`src/rtl/cpu_sequencer_if.sv`:
```
// cpu_sequencer_if: handshake, strobe and status bundle between the sequencer and the core datapath.
interface cpu_sequencer_if #(
  parameter int INSTR_W = 16,
  parameter int CNT_W   = 32
);
  logic               run;
  logic [INSTR_W-1:0] instr;
  logic               im_ack;
  logic               dm_ack;
  logic               cu_regw;
  logic               im_req;
  logic               dm_req;
  logic               rf_rd_en;
  logic               alu_en;
  logic               rf_wr_en;
  logic               pc_en;
  logic [INSTR_W-1:0] ir;
  logic [2:0]         state;
  logic [CNT_W-1:0]   retired;
  logic               fault;
  modport slave (
    input  run, instr, im_ack, dm_ack, cu_regw,
    output im_req, dm_req, rf_rd_en, alu_en, rf_wr_en, pc_en, ir, state, retired, fault
  );
  modport master (
    output run, instr, im_ack, dm_ack, cu_regw,
    input  im_req, dm_req, rf_rd_en, alu_en, rf_wr_en, pc_en, ir, state, retired, fault
  );
endinterface

```
`src/rtl/cpu_sequencer.sv`:
```
// cpu_sequencer: mask-driven multi-cycle instruction FSM with bounded req/ack waits and a retired counter.
module cpu_sequencer #(
  parameter int                OP_W       = 4,
  parameter int                INSTR_W    = 16,
  parameter int                CNT_W      = 32,
  parameter int                MAX_WAIT   = 8,
  parameter logic [2**OP_W-1:0] MEM_MASK   = 16'h80E0,
  parameter logic [2**OP_W-1:0] JUMP_MASK  = 16'h1000,
  parameter logic [2**OP_W-1:0] SHORT_MASK = 16'h6000
) (
  input logic            clk,
  input logic            rst,
  cpu_sequencer_if.slave bus
);
  typedef enum logic [2:0] {
    S_IDLE   = 3'd0,
    S_FETCH  = 3'd1,
    S_DECODE = 3'd2,
    S_EXEC   = 3'd3,
    S_MEM    = 3'd4,
    S_WB     = 3'd5,
    S_FAULT  = 3'd7
  } state_t;
  localparam int WAIT_W = MAX_WAIT > 2 ? $clog2(MAX_WAIT) : 1;
  state_t             r_state;
  state_t             w_next;
  logic [INSTR_W-1:0] r_ir;
  logic [CNT_W-1:0]   r_retired;
  logic [WAIT_W-1:0]  r_wait;
  logic               r_fault;
  logic [OP_W-1:0]    w_op;
  logic               w_jump;
  logic               w_short;
  logic               w_mem;
  logic               w_timeout;
  logic               w_pc_en;
  assign w_op      = r_ir[INSTR_W-1 -: OP_W];
  assign w_jump    = JUMP_MASK[w_op];
  assign w_short   = SHORT_MASK[w_op];
  assign w_mem     = MEM_MASK[w_op];
  // The last tolerated un-acked cycle is the one where the counter already reads MAX_WAIT-1.
  assign w_timeout = (MAX_WAIT > 0) && (r_wait == WAIT_W'(MAX_WAIT - 1));
  assign w_pc_en   = (r_state == S_WB) || (r_state == S_DECODE && w_jump);
  always_comb begin
    w_next = r_state;
    case (r_state)
      S_IDLE:   w_next = bus.run ? S_FETCH : S_IDLE;
      S_FETCH:  w_next = bus.im_ack ? S_DECODE : w_timeout ? S_FAULT : S_FETCH;
      S_DECODE: w_next = w_jump ? (bus.run ? S_FETCH : S_IDLE) : w_short ? S_WB : S_EXEC;
      S_EXEC:   w_next = w_mem ? S_MEM : S_WB;
      S_MEM:    w_next = bus.dm_ack ? S_WB : w_timeout ? S_FAULT : S_MEM;
      S_WB:     w_next = bus.run ? S_FETCH : S_IDLE;
      default:  w_next = S_FAULT;
    endcase
  end
  always_ff @(posedge clk) begin
    if (!rst) begin
      r_state   <= S_IDLE;
      r_ir      <= '0;
      r_retired <= '0;
      r_fault   <= 1'b0;
      r_wait    <= '0;
    end else begin
      r_state   <= w_next;
      r_retired <= r_retired + CNT_W'(w_pc_en);
      r_fault   <= r_fault | (w_next == S_FAULT);
      if (r_state == S_FETCH && bus.im_ack) r_ir <= bus.instr;
      // Remaining in FETCH/MEMORY implies the ack was low this cycle.
      r_wait    <= (w_next != r_state) ? '0 :
                   (r_state == S_FETCH || r_state == S_MEM) ? r_wait + 1'b1 : r_wait;
    end
  end
  assign bus.im_req   = r_state == S_FETCH;
  assign bus.dm_req   = r_state == S_MEM;
  assign bus.rf_rd_en = r_state == S_DECODE;
  assign bus.alu_en   = r_state == S_EXEC;
  assign bus.rf_wr_en = (r_state == S_WB) && bus.cu_regw;
  assign bus.pc_en    = w_pc_en;
  assign bus.ir       = r_ir;
  assign bus.state    = r_state;
  assign bus.retired  = r_retired;
  assign bus.fault    = r_fault;
endmodule

```
`src/flat_wrapper.sv`:
```
// flat-port wrapper written by rule: the top's interface ports become plain ports
module cpu_sequencer_flat 
#(
  parameter int                OP_W       = 4,
  parameter int                INSTR_W    = 16,
  parameter int                CNT_W      = 32,
  parameter int                MAX_WAIT   = 8,
  parameter logic [2**OP_W-1:0] MEM_MASK   = 16'h80E0,
  parameter logic [2**OP_W-1:0] JUMP_MASK  = 16'h1000,
  parameter logic [2**OP_W-1:0] SHORT_MASK = 16'h6000
)
  (clk, rst, bus_run, bus_instr, bus_im_ack, bus_dm_ack, bus_cu_regw, bus_im_req, bus_dm_req, bus_rf_rd_en, bus_alu_en, bus_rf_wr_en, bus_pc_en, bus_ir, bus_state, bus_retired, bus_fault);
  cpu_sequencer_if #(.INSTR_W(INSTR_W), .CNT_W(CNT_W)) bus_i ();
  input logic clk;
  input logic rst;
  input wire logic [$bits(bus_i.run)-1:0] bus_run;
  input wire logic [$bits(bus_i.instr)-1:0] bus_instr;
  input wire logic [$bits(bus_i.im_ack)-1:0] bus_im_ack;
  input wire logic [$bits(bus_i.dm_ack)-1:0] bus_dm_ack;
  input wire logic [$bits(bus_i.cu_regw)-1:0] bus_cu_regw;
  output wire logic [$bits(bus_i.im_req)-1:0] bus_im_req;
  output wire logic [$bits(bus_i.dm_req)-1:0] bus_dm_req;
  output wire logic [$bits(bus_i.rf_rd_en)-1:0] bus_rf_rd_en;
  output wire logic [$bits(bus_i.alu_en)-1:0] bus_alu_en;
  output wire logic [$bits(bus_i.rf_wr_en)-1:0] bus_rf_wr_en;
  output wire logic [$bits(bus_i.pc_en)-1:0] bus_pc_en;
  output wire logic [$bits(bus_i.ir)-1:0] bus_ir;
  output wire logic [$bits(bus_i.state)-1:0] bus_state;
  output wire logic [$bits(bus_i.retired)-1:0] bus_retired;
  output wire logic [$bits(bus_i.fault)-1:0] bus_fault;
  assign bus_i.run = bus_run;
  assign bus_i.instr = bus_instr;
  assign bus_i.im_ack = bus_im_ack;
  assign bus_i.dm_ack = bus_dm_ack;
  assign bus_i.cu_regw = bus_cu_regw;
  assign bus_im_req = bus_i.im_req;
  assign bus_dm_req = bus_i.dm_req;
  assign bus_rf_rd_en = bus_i.rf_rd_en;
  assign bus_alu_en = bus_i.alu_en;
  assign bus_rf_wr_en = bus_i.rf_wr_en;
  assign bus_pc_en = bus_i.pc_en;
  assign bus_ir = bus_i.ir;
  assign bus_state = bus_i.state;
  assign bus_retired = bus_i.retired;
  assign bus_fault = bus_i.fault;
  cpu_sequencer #(.OP_W(OP_W), .INSTR_W(INSTR_W), .CNT_W(CNT_W), .MAX_WAIT(MAX_WAIT), .MEM_MASK(MEM_MASK), .JUMP_MASK(JUMP_MASK), .SHORT_MASK(SHORT_MASK)) u_core (.clk(clk), .rst(rst), .bus(bus_i));
endmodule
```
`config.mk`:
```
export PLATFORM = sky130hd
export DESIGN_NAME = cpu_sequencer_flat
export DESIGN_NICKNAME = d
export VERILOG_FILES = /design/src/rtl/cpu_sequencer_if.sv /design/src/rtl/cpu_sequencer.sv /design/src/flat_wrapper.sv
export SDC_FILE = /design/constraint.sdc
export NUM_CORES = 1
export LEC_CHECK = 0
export CAP_MARGIN = 25
export CORE_ASPECT_RATIO = 1.1
export CORE_MARGIN = 2
export CORE_UTILIZATION = 42
export CTS_CLUSTER_DIAMETER = 40
export CTS_CLUSTER_SIZE = 20
export DETAILED_ROUTE_END_ITERATION = 12
export GPL_ROUTABILITY_DRIVEN = 0
export HOLD_SLACK_MARGIN = 0.15
export PLACE_DENSITY = 0.75
export SYNTH_ARGS = -nofsm -noshare
export SYNTH_HDL_FRONTEND = slang
export SYNTH_SLANG_ARGS = --single-unit
export TNS_END_PERCENT = 1
```
`constraint.sdc`:
```
create_clock -name clk -period 2.1 [get_ports clk]
set_input_delay 0.63 -clock clk [delete_from_list [all_inputs] [get_ports clk]]
set_output_delay 0.63 -clock clk [all_outputs]
set_load 0.05 [all_outputs]
```
==> summary.txt, run 1 <==
Routing
  – Top Metal Used: met4
  – Drt pass-1 iters: 4
  – Wl on met1: 2.624 mm
  – Avg WL per Cell: 12.52 um
  – Met2 routed WL: between 2 and 3 mm
  – Vias/cell: 5.019
  – Met3 routed WL: 382 um
  – DRT iter0 DRCs: between 50 and 60
  – DRC Markers: 0
  – Final wirelength: ~6.0 mm
  – Total number of vias: 2404
  – Final ANT Viol Nets: 0

Placement
  – Post-DP HPWL: about 4.4 mm
  – Area of placed instances: 3705 um2
  – Placed cell count: about 460
  – Pre-CTS setup slack: -0.02215 ns
  – Port bufs: between 70 and 80

Clock tree
  – CTS tree: yes
  – H-tree Lvls: 3
  – CTS root buf: clkbuf_8
  – Hold_buf cts: 0
  – Num CTS Buffers: 9
  – Clock Path Buffers: 2
  – Clock sinks: 58
  – Clock Pin Slew Worst Setup and Hold Paths: 0.06 ns
  – Worst skew pair latency: roughly 0.33 ns

Critical path
  – CP Cell Sequence: clkdlybuf4s50_1 -> and3_1 -> buf_12
  – Startpoint type of the worst setup path: input port
  – WP buf/inv: 2
  – CP max stage delay: ~0.45 ns
  – CP top delay family: buffers and inverters
  – Worst Setup End Kind: output pin
  – Crit path DAT: 1.43 ns
  – WS Path Type: in2out
  – Crit path required time: between 1 and 1.5 ns
  – Crit-path max FO: 1
  – Slowest cell on crit path: clkdlybuf4s50_1

Pwr
  – VDD IR max: roughly 340 uV
  – Part of the power in registers: about half
  – P_leak: about 1.7 nW
  – Internal cell power: roughly 1.7 mW
  – Part of the power in combinational logic: 14.7%
  – P_sw: roughly 0.63 mW
  – Switching share of power: 26.84%
  – Pwr Density: roughly 610 nW/um2
  – Clock network power share: between 30% and 40%

Final layout
  – Fillers: ~570
  – Finished Cell Area: 3891 um2
  – Share of layout cells above drive strength 1: 24.81%
  – Ant diodes: 0
  – Seq. cell area: around 1200 um2
  – Final non-filler cell total: between 400 and 500
  – Area grow syn2layout: 44.38%
  – Final #Nets: 422
  – Footprint of the multi-input gates: approximately 1500 um2

STA
  – Setup slack after layout: 0.03757 ns
  – Pins over their slew limit: 0
  – Skew final: 0.007133 ns
  – Setup violators final: 0
  – RSZ-0062 raised after global routing: true
  – Final Cycle Share: 98.21%
  – Final Critical Period: 2.062 ns
  – Max Fclk: a little under 0.5 GHz
  – Fin. Hold Viols: 0
  – Hold_ws: ~0.45 ns
  – Max transition margin: between 60 and 70%
  – Worst-margin pin slew: 0.4997 ns

Die
  – Row cnt: 30
  – Chip height: ~88 um
  – Die area: 7074 um2
  – Die Wd: around 80 um
  – I/O Pins: 80
  – Starting Density: about 44%
  – Core ar.: 6193 um2

Synthesis
  – Sequential fraction of the synthesis area: 43.08%
  – Cell variety after synth: 40
  – Commonest register cell after synthesis: dfxtp_1
  – Async SR Flop Fraction: 0%
  – Synthesized Nets: between 300 and 400
  – Post-synth top area share: approximately 43%
  – Most instantiated cells after synthesis: 58 x dfxtp_1, 39 x nand2_1, 34 x and2_1, 25 x xnor2_1, 15 x nand3_1
  – Mean Syn Cell Area: 9.105 um2
  – EDFF count, synth: 0
  – Syn Inst Count: 296
  – Cell taking the most area after synthesis: dfxtp_1
  – Top post-synthesis cells by area: dfxtp_1 43%, xnor2_1 8.1%, and2_1 7.9%
  – Most frequent cell after synthesis: dfxtp_1
  – Seq cells post-synth: 58
  – Syn. warnings: 0
  – Synth Cell Area: ~2700 um2

Outcome
  – Status: complete, no violations

Global routing
  – Initial antenna violation count: 0
  – Largest net degree at the start of global routing: 26
  – Total global-route track usage: between 10% and 20%
  – GRT overflow: 0
  – Vias in the first global route: 2199
  – First-pass GRT wire length: ~10 mm

Hold path
  – Worst hold path type: reg2reg

Flow run
  – Max-cap check violation count: 0
worst paths after layout:
kind                        from                     end  slack, ns  depth (start not counted)
max                  bus_cu_regw            bus_rf_wr_en       0.04                          3
max reg2reg  u_core.bus.state[2]  u_core.bus.retired[19]       0.09                         10
min reg2reg     u_core.bus.ir[9]        u_core.bus.ir[9]       0.45                          2
min             u_core.bus.ir[9]        u_core.bus.ir[9]       0.45                          2
layer usage:
metal / vias up / GRT usage, %
met3: 11 / 5.052
met5: - / 0
li1: 1197 / -
met2: 72 / 30.53
met1: 1124 / 21.38
met4: 0 / 7.858
state kept, by name (all words and copies together), names as in the netlist:
| name | flops |
|---|---|
| u_core.w_short | 1 |
| u_core.r_wait | 3 |
| u_core.bus.state | 3 |
| u_core.bus.fault | 1 |
| u_core.w_jump | 1 |
| u_core.bus.retired | 32 |
| u_core.bus.ir | 16 |
| u_core.w_mem | 1 |
stage by stage:
| stage | TNS, ns | power, mW | util [%] |
|---|---|---|---|
| after floorplan | -9.965 | 1.374 | - |
| after global placement | 0 | 1.511 | 59.82 |
| after detailed placement | -0.02592 | 1.513 | 59.82 |
| after CTS | 0 | 2.389 | 62.30 |
| after global routing | -0.1181 | 2.464 | 62.83 |
| final | 0 | 2.362 | 62.83 |
kinds of logic after synthesis:
| logic type | synth area share (%) |
|---|---|
| multiplexers | 1.486 |
| buffers and inverters | 3.296 |
| AND/OR/NAND/NOR | 29.81 |
| adder cells (fa/ha/maj) | 2.785 |
| XOR/XNOR | 10.07 |
| AO/OA/AOI/OAI | 9.471 |
| flip-flops | 43.08 |
cell usage in the layout (no fill, tap or decap), types with 5 or more instances in the layout:
cell type / n
buf_4: 62
dfxtp_1: 55
nand2_1: 39
and2_1: 34
xnor2_1: 25
clkdlybuf4s50_1: 21
nand3_1: 14
a21boi_1: 13
nand4_1: 11
nor2_1: 10
clkbuf_8: 10
dlygate4sd2_1: 8
inv_1: 7
nor3_1: 7
and3_1: 6
xor2_1: 6
buf_12: 6
nor2b_1: 5
a21boi_0: 5
timing repair:
item / 4_1_cts / 5_1_grt
gates resized for setup: 8 / 5
pin swaps: 1 / 5
setup endpoints to repair: 9 / 11
setup buffers: 0 / 2
area by class of cell:
type | instances | area share (%)
sequential | 58 | 30.06
clock inverter | 3 | 0.3859
tap | 80 | 2.572
clock buffer | 13 | 3.826
multi-input combinational | 218 | 39.29
timing repair buffer | 100 | 23.18
inverter | 7 | 0.6752
worst register-to-register path: stages, from the launching register on:
cell and delay (ns):
dfxtp_4 0.35, nand2b_4 0.15, nor2_4 0.10, a22o_4 0.13, ha_4 0.14, nand4_1 0.11, buf_6 0.16, nor4_4 0.31
nand4_1 0.16, xnor2_1 0.15, and2_1 0.14
power groups by stage:
stage	Combinational, mW	Clock, mW	Sequential [mW]
3_3_place_gp	0.350	0	1.16
4_1_cts	0.347	0.904	1.14
5_1_grt	0.376	0.948	1.14
3_5_place_dp	0.351	0	1.16
2_1_floorplan	0.146	0	1.23
6_report	0.347	0.877	1.14
Power figures use the tool's default switching activity.
==> inputs of run 2 (changes only) <==
CELL_PAD_IN_SITES_DETAIL_PLACEMENT = 1   (was not set)
CELL_PAD_IN_SITES_GLOBAL_PLACEMENT = 2   (was not set)
CORE_UTILIZATION = 25   (was 42)
GPL_TIMING_DRIVEN = 0   (was not set)
HOLD_SLACK_MARGIN = not set   (was 0.15)
PLACE_DENSITY = not set   (was 0.75)
PLACE_DENSITY_LB_ADDON = 0.1   (was not set)
==> run 2 against run 1 <==
The flow now finishes with violations (setup timing). Sequential cell count unchanged. Sequential share of layout area decreased by 1.5 points. Final area increased by 5.3%. Register-to-register slack got worse by 0.08 ns. Die area increased by 64%. Cell count increased by 13%. Critical endpoint is now bus_rf_rd_en. Largest cell class unchanged. Highest routed layer unchanged.
==> summary.txt, run 2 (synthesized netlist as in run 1, its figures left out) <==
Outcome
  – Status: finished with violations (was complete, no violations)
  – Failing checks: setup timing

Critical path
  – Crit-path max FO: 6 (was 1)
  – R2r startpoint: u_core.bus.state[2] (unchanged)
  – Startpoint type of the worst setup path: register (was input port)
  – WS Path Type: reg2out (was in2out)
  – R2R Setup Slk: 0.01 ns (was 0.09 ns)
  – Crit Reg-Reg Endpoint: u_core.bus.retired[19] (unchanged)
  – Worst Setup End Kind: output pin (unchanged)
  – Reg2Reg Depth: 10 (unchanged)
  – Crit path required time: 1.47 ns (about the same)
  – Crit path DAT: 1.52 ns (was 1.43 ns)

Routing
  – Final ANT Viol Nets: 0 (unchanged)
  – Met2 routed WL: 3.804 mm (was 2.881 mm)
  – Wl on met1: 3.301 mm (was 2.624 mm)
  – Final wirelength: 7.538 mm (was 5.997 mm)
  – DRT iter0 DRCs: 67 (was 57)
  – Top Metal Used: met4 (unchanged)
  – Drt pass-1 iters: 4 (unchanged)
  – DRC Markers: 0 (unchanged)
  – Avg WL per Cell: 13.91 um (was 12.52 um)
  – Total number of vias: 2349 (was 2404)
  – Vias/cell: 4.334 (was 5.019)
  – Met3 routed WL: 313 um (was 382 um)

Final layout
  – Area grow syn2layout: 52.00% (was 44.38%)
  – Core Util, Final: 39.23% (was 62.83%)
  – Final #Nets: 422 (unchanged)
  – Max reg flops: 32 (unchanged)
  – Ant diodes: 0 (unchanged)
  – Most frequent cells in the layout: 55 x dfxtp_1, 50 x dlygate4sd2_1, 39 x nand2_1 (was 62 x buf_4, 55 x dfxtp_1, 39 x nand2_1)
  – Share of layout cells above drive strength 1: 13.53% (was 24.81%)
  – Most common cell after layout, fill and taps aside: dfxtp_1 (was buf_4)

STA
  – RSZ-0062 raised after global routing: true (unchanged)
  – Worst-margin pin slew: 0.6412 ns (was 0.4997 ns)
  – Setup violators final: 2 (was 0)
  – Fin. Hold Viols: 0 (unchanged)
  – Final Cycle Share: 102.5% (was 98.21%)
  – Pins over their slew limit: 0 (unchanged)
  – Sum Neg Setup Slack: -0.07845 ns (was 0 ns)
  – Max transition margin: 56.71% (was 66.63%)
  – Final Critical Period: 2.153 ns (was 2.062 ns)
  – Max Fclk: 0.4645 GHz (was 0.4849 GHz)
  – Setup slack after layout: -0.05295 ns (was 0.03757 ns)
  – Skew final: 0.007557 ns (was 0.007133 ns)

Pwr
  – Pwr Density: 733.0 nW/um2 (was 606.9 nW/um2)
  – P_leak: 1.876 nW (was 1.706 nW)
  – VDD IR max: 304.9 uV (was 337.3 uV)

Clock tree
  – Clock Path Buffers: 2 (unchanged)
  – CTS tree: yes (unchanged)
  – Worst skew pair latency: 0.33 ns (about the same)
  – Num CTS Buffers: 9 (unchanged)
  – Clock Pin Slew Worst Setup and Hold Paths: 0.06 ns (about the same)
  – H-tree Lvls: 3 (unchanged)
  – Clock sinks: 58 (unchanged)
  – CTS root buf: clkbuf_16 (was clkbuf_8)

Hold path
  – Hold EP: u_core.bus.ir[2] (was u_core.bus.ir[9])
  – Hold_sp: u_core.bus.ir[2] (was u_core.bus.ir[9])
  – Hold path depth: 2 (unchanged)
  – Worst hold path type: reg2reg (unchanged)

Global routing
  – First-pass GRT wire length: 12.57 mm (was 9.991 mm)
  – Largest net degree at the start of global routing: 12 (was 26)
  – Initial antenna violation count: 0 (unchanged)
  – GRT overflow: 0 (unchanged)
  – Vias in the first global route: 2546 (was 2199)
  – Total global-route track usage: 13.93% (was 18.04%)

Die
  – Chip height: 112.9 um (was 88.02 um)
  – Die Wd: 103.0 um (was 80.38 um)
  – Row cnt: 39 (was 30)
  – Die area: 11630 um2 (was 7074 um2)
  – Starting Density: 25.81% (was 43.52%)
  – I/O Pins: 80 (unchanged)
  – Core ar.: 10440 um2 (was 6193 um2)

Placement
  – Post-DP HPWL: 5.419 mm (was 4.401 mm)
  – Port bufs: 79 (unchanged)

Flow run
  – Max-cap check violation count: 0 (unchanged)
## run 2: cell type report
class                           instances  area, um2
Buffer                                 11      55.05
Clock inverter                          5      60.06
Inverter                                7      26.28
Fill cell                            1247       6346
Sequential cell                        58       1170
Tap cell                              143      178.9
Clock buffer                           11      254.0
Timing Repair Buffer                   89      800.8
Multi-Input combinational cell        218       1551
## run 2: how the worst max path moves through the flow
stage,end,from,depth (start not counted)
finish,bus_rf_rd_en,u_core.bus.state[2],3
global placement,bus_rf_wr_en,bus_cu_regw,3
floorplan,u_core.bus.retired[16],u_core.bus.state[2],11
CTS,u_core.bus.retired[19],u_core.bus.state[2],10
global route,u_core.bus.retired[19],u_core.bus.state[2],10
detailed placement,bus_rf_wr_en,bus_cu_regw,3
## run 2: stage by stage
stage          cell area [um2]  hold slack [ns]  worst slack [ns]  power (mW)  instances
6_report                  4096           0.4474          -0.05295       3.002        542
5_1_grt                   4096           0.4763           -0.1057       3.129        542
4_1_cts                   4055           0.4565           -0.2141       3.051        537
3_5_place_dp              3761           0.4494           -0.5456       1.503        518
3_3_place_gp              3761           0.4421           -0.5507       1.501        518
2_1_floorplan             2791           0.5015           -0.4841       1.374        296
## run 2: worst max-delay path: stages, from the launching register on
cell and delay (ns):
dfxtp_4 0.36, nand2b_4 0.16, nor2_4 0.13, dlygate4sd2_1 0.54
## run 2: power by group
group | internal (mW) | switching [mW]
combinational | 0.125 | 0.198
clock | 0.993 | 0.546
sequential | 1.12 | 0.0172
total | 2.24 | 0.762
## run 2: timing repair
item                                    4_1_cts  5_1_grt
gates cloned                                  0        0
hold endpoints to repair                      0        0
hold buffers                                  0        0
endpoints found under the setup margin       81       34
pin swaps                                     5        5
buffers inserted                              3        7
resized for setup                            79        8
## run 2: metal layers
metal  vias to the layer above  track usage (%)
met4                         0            5.789
met5                         -                0
met3                        10            3.459
li1                       1200                -
met2                        47            23.68
met1                      1092            16.53
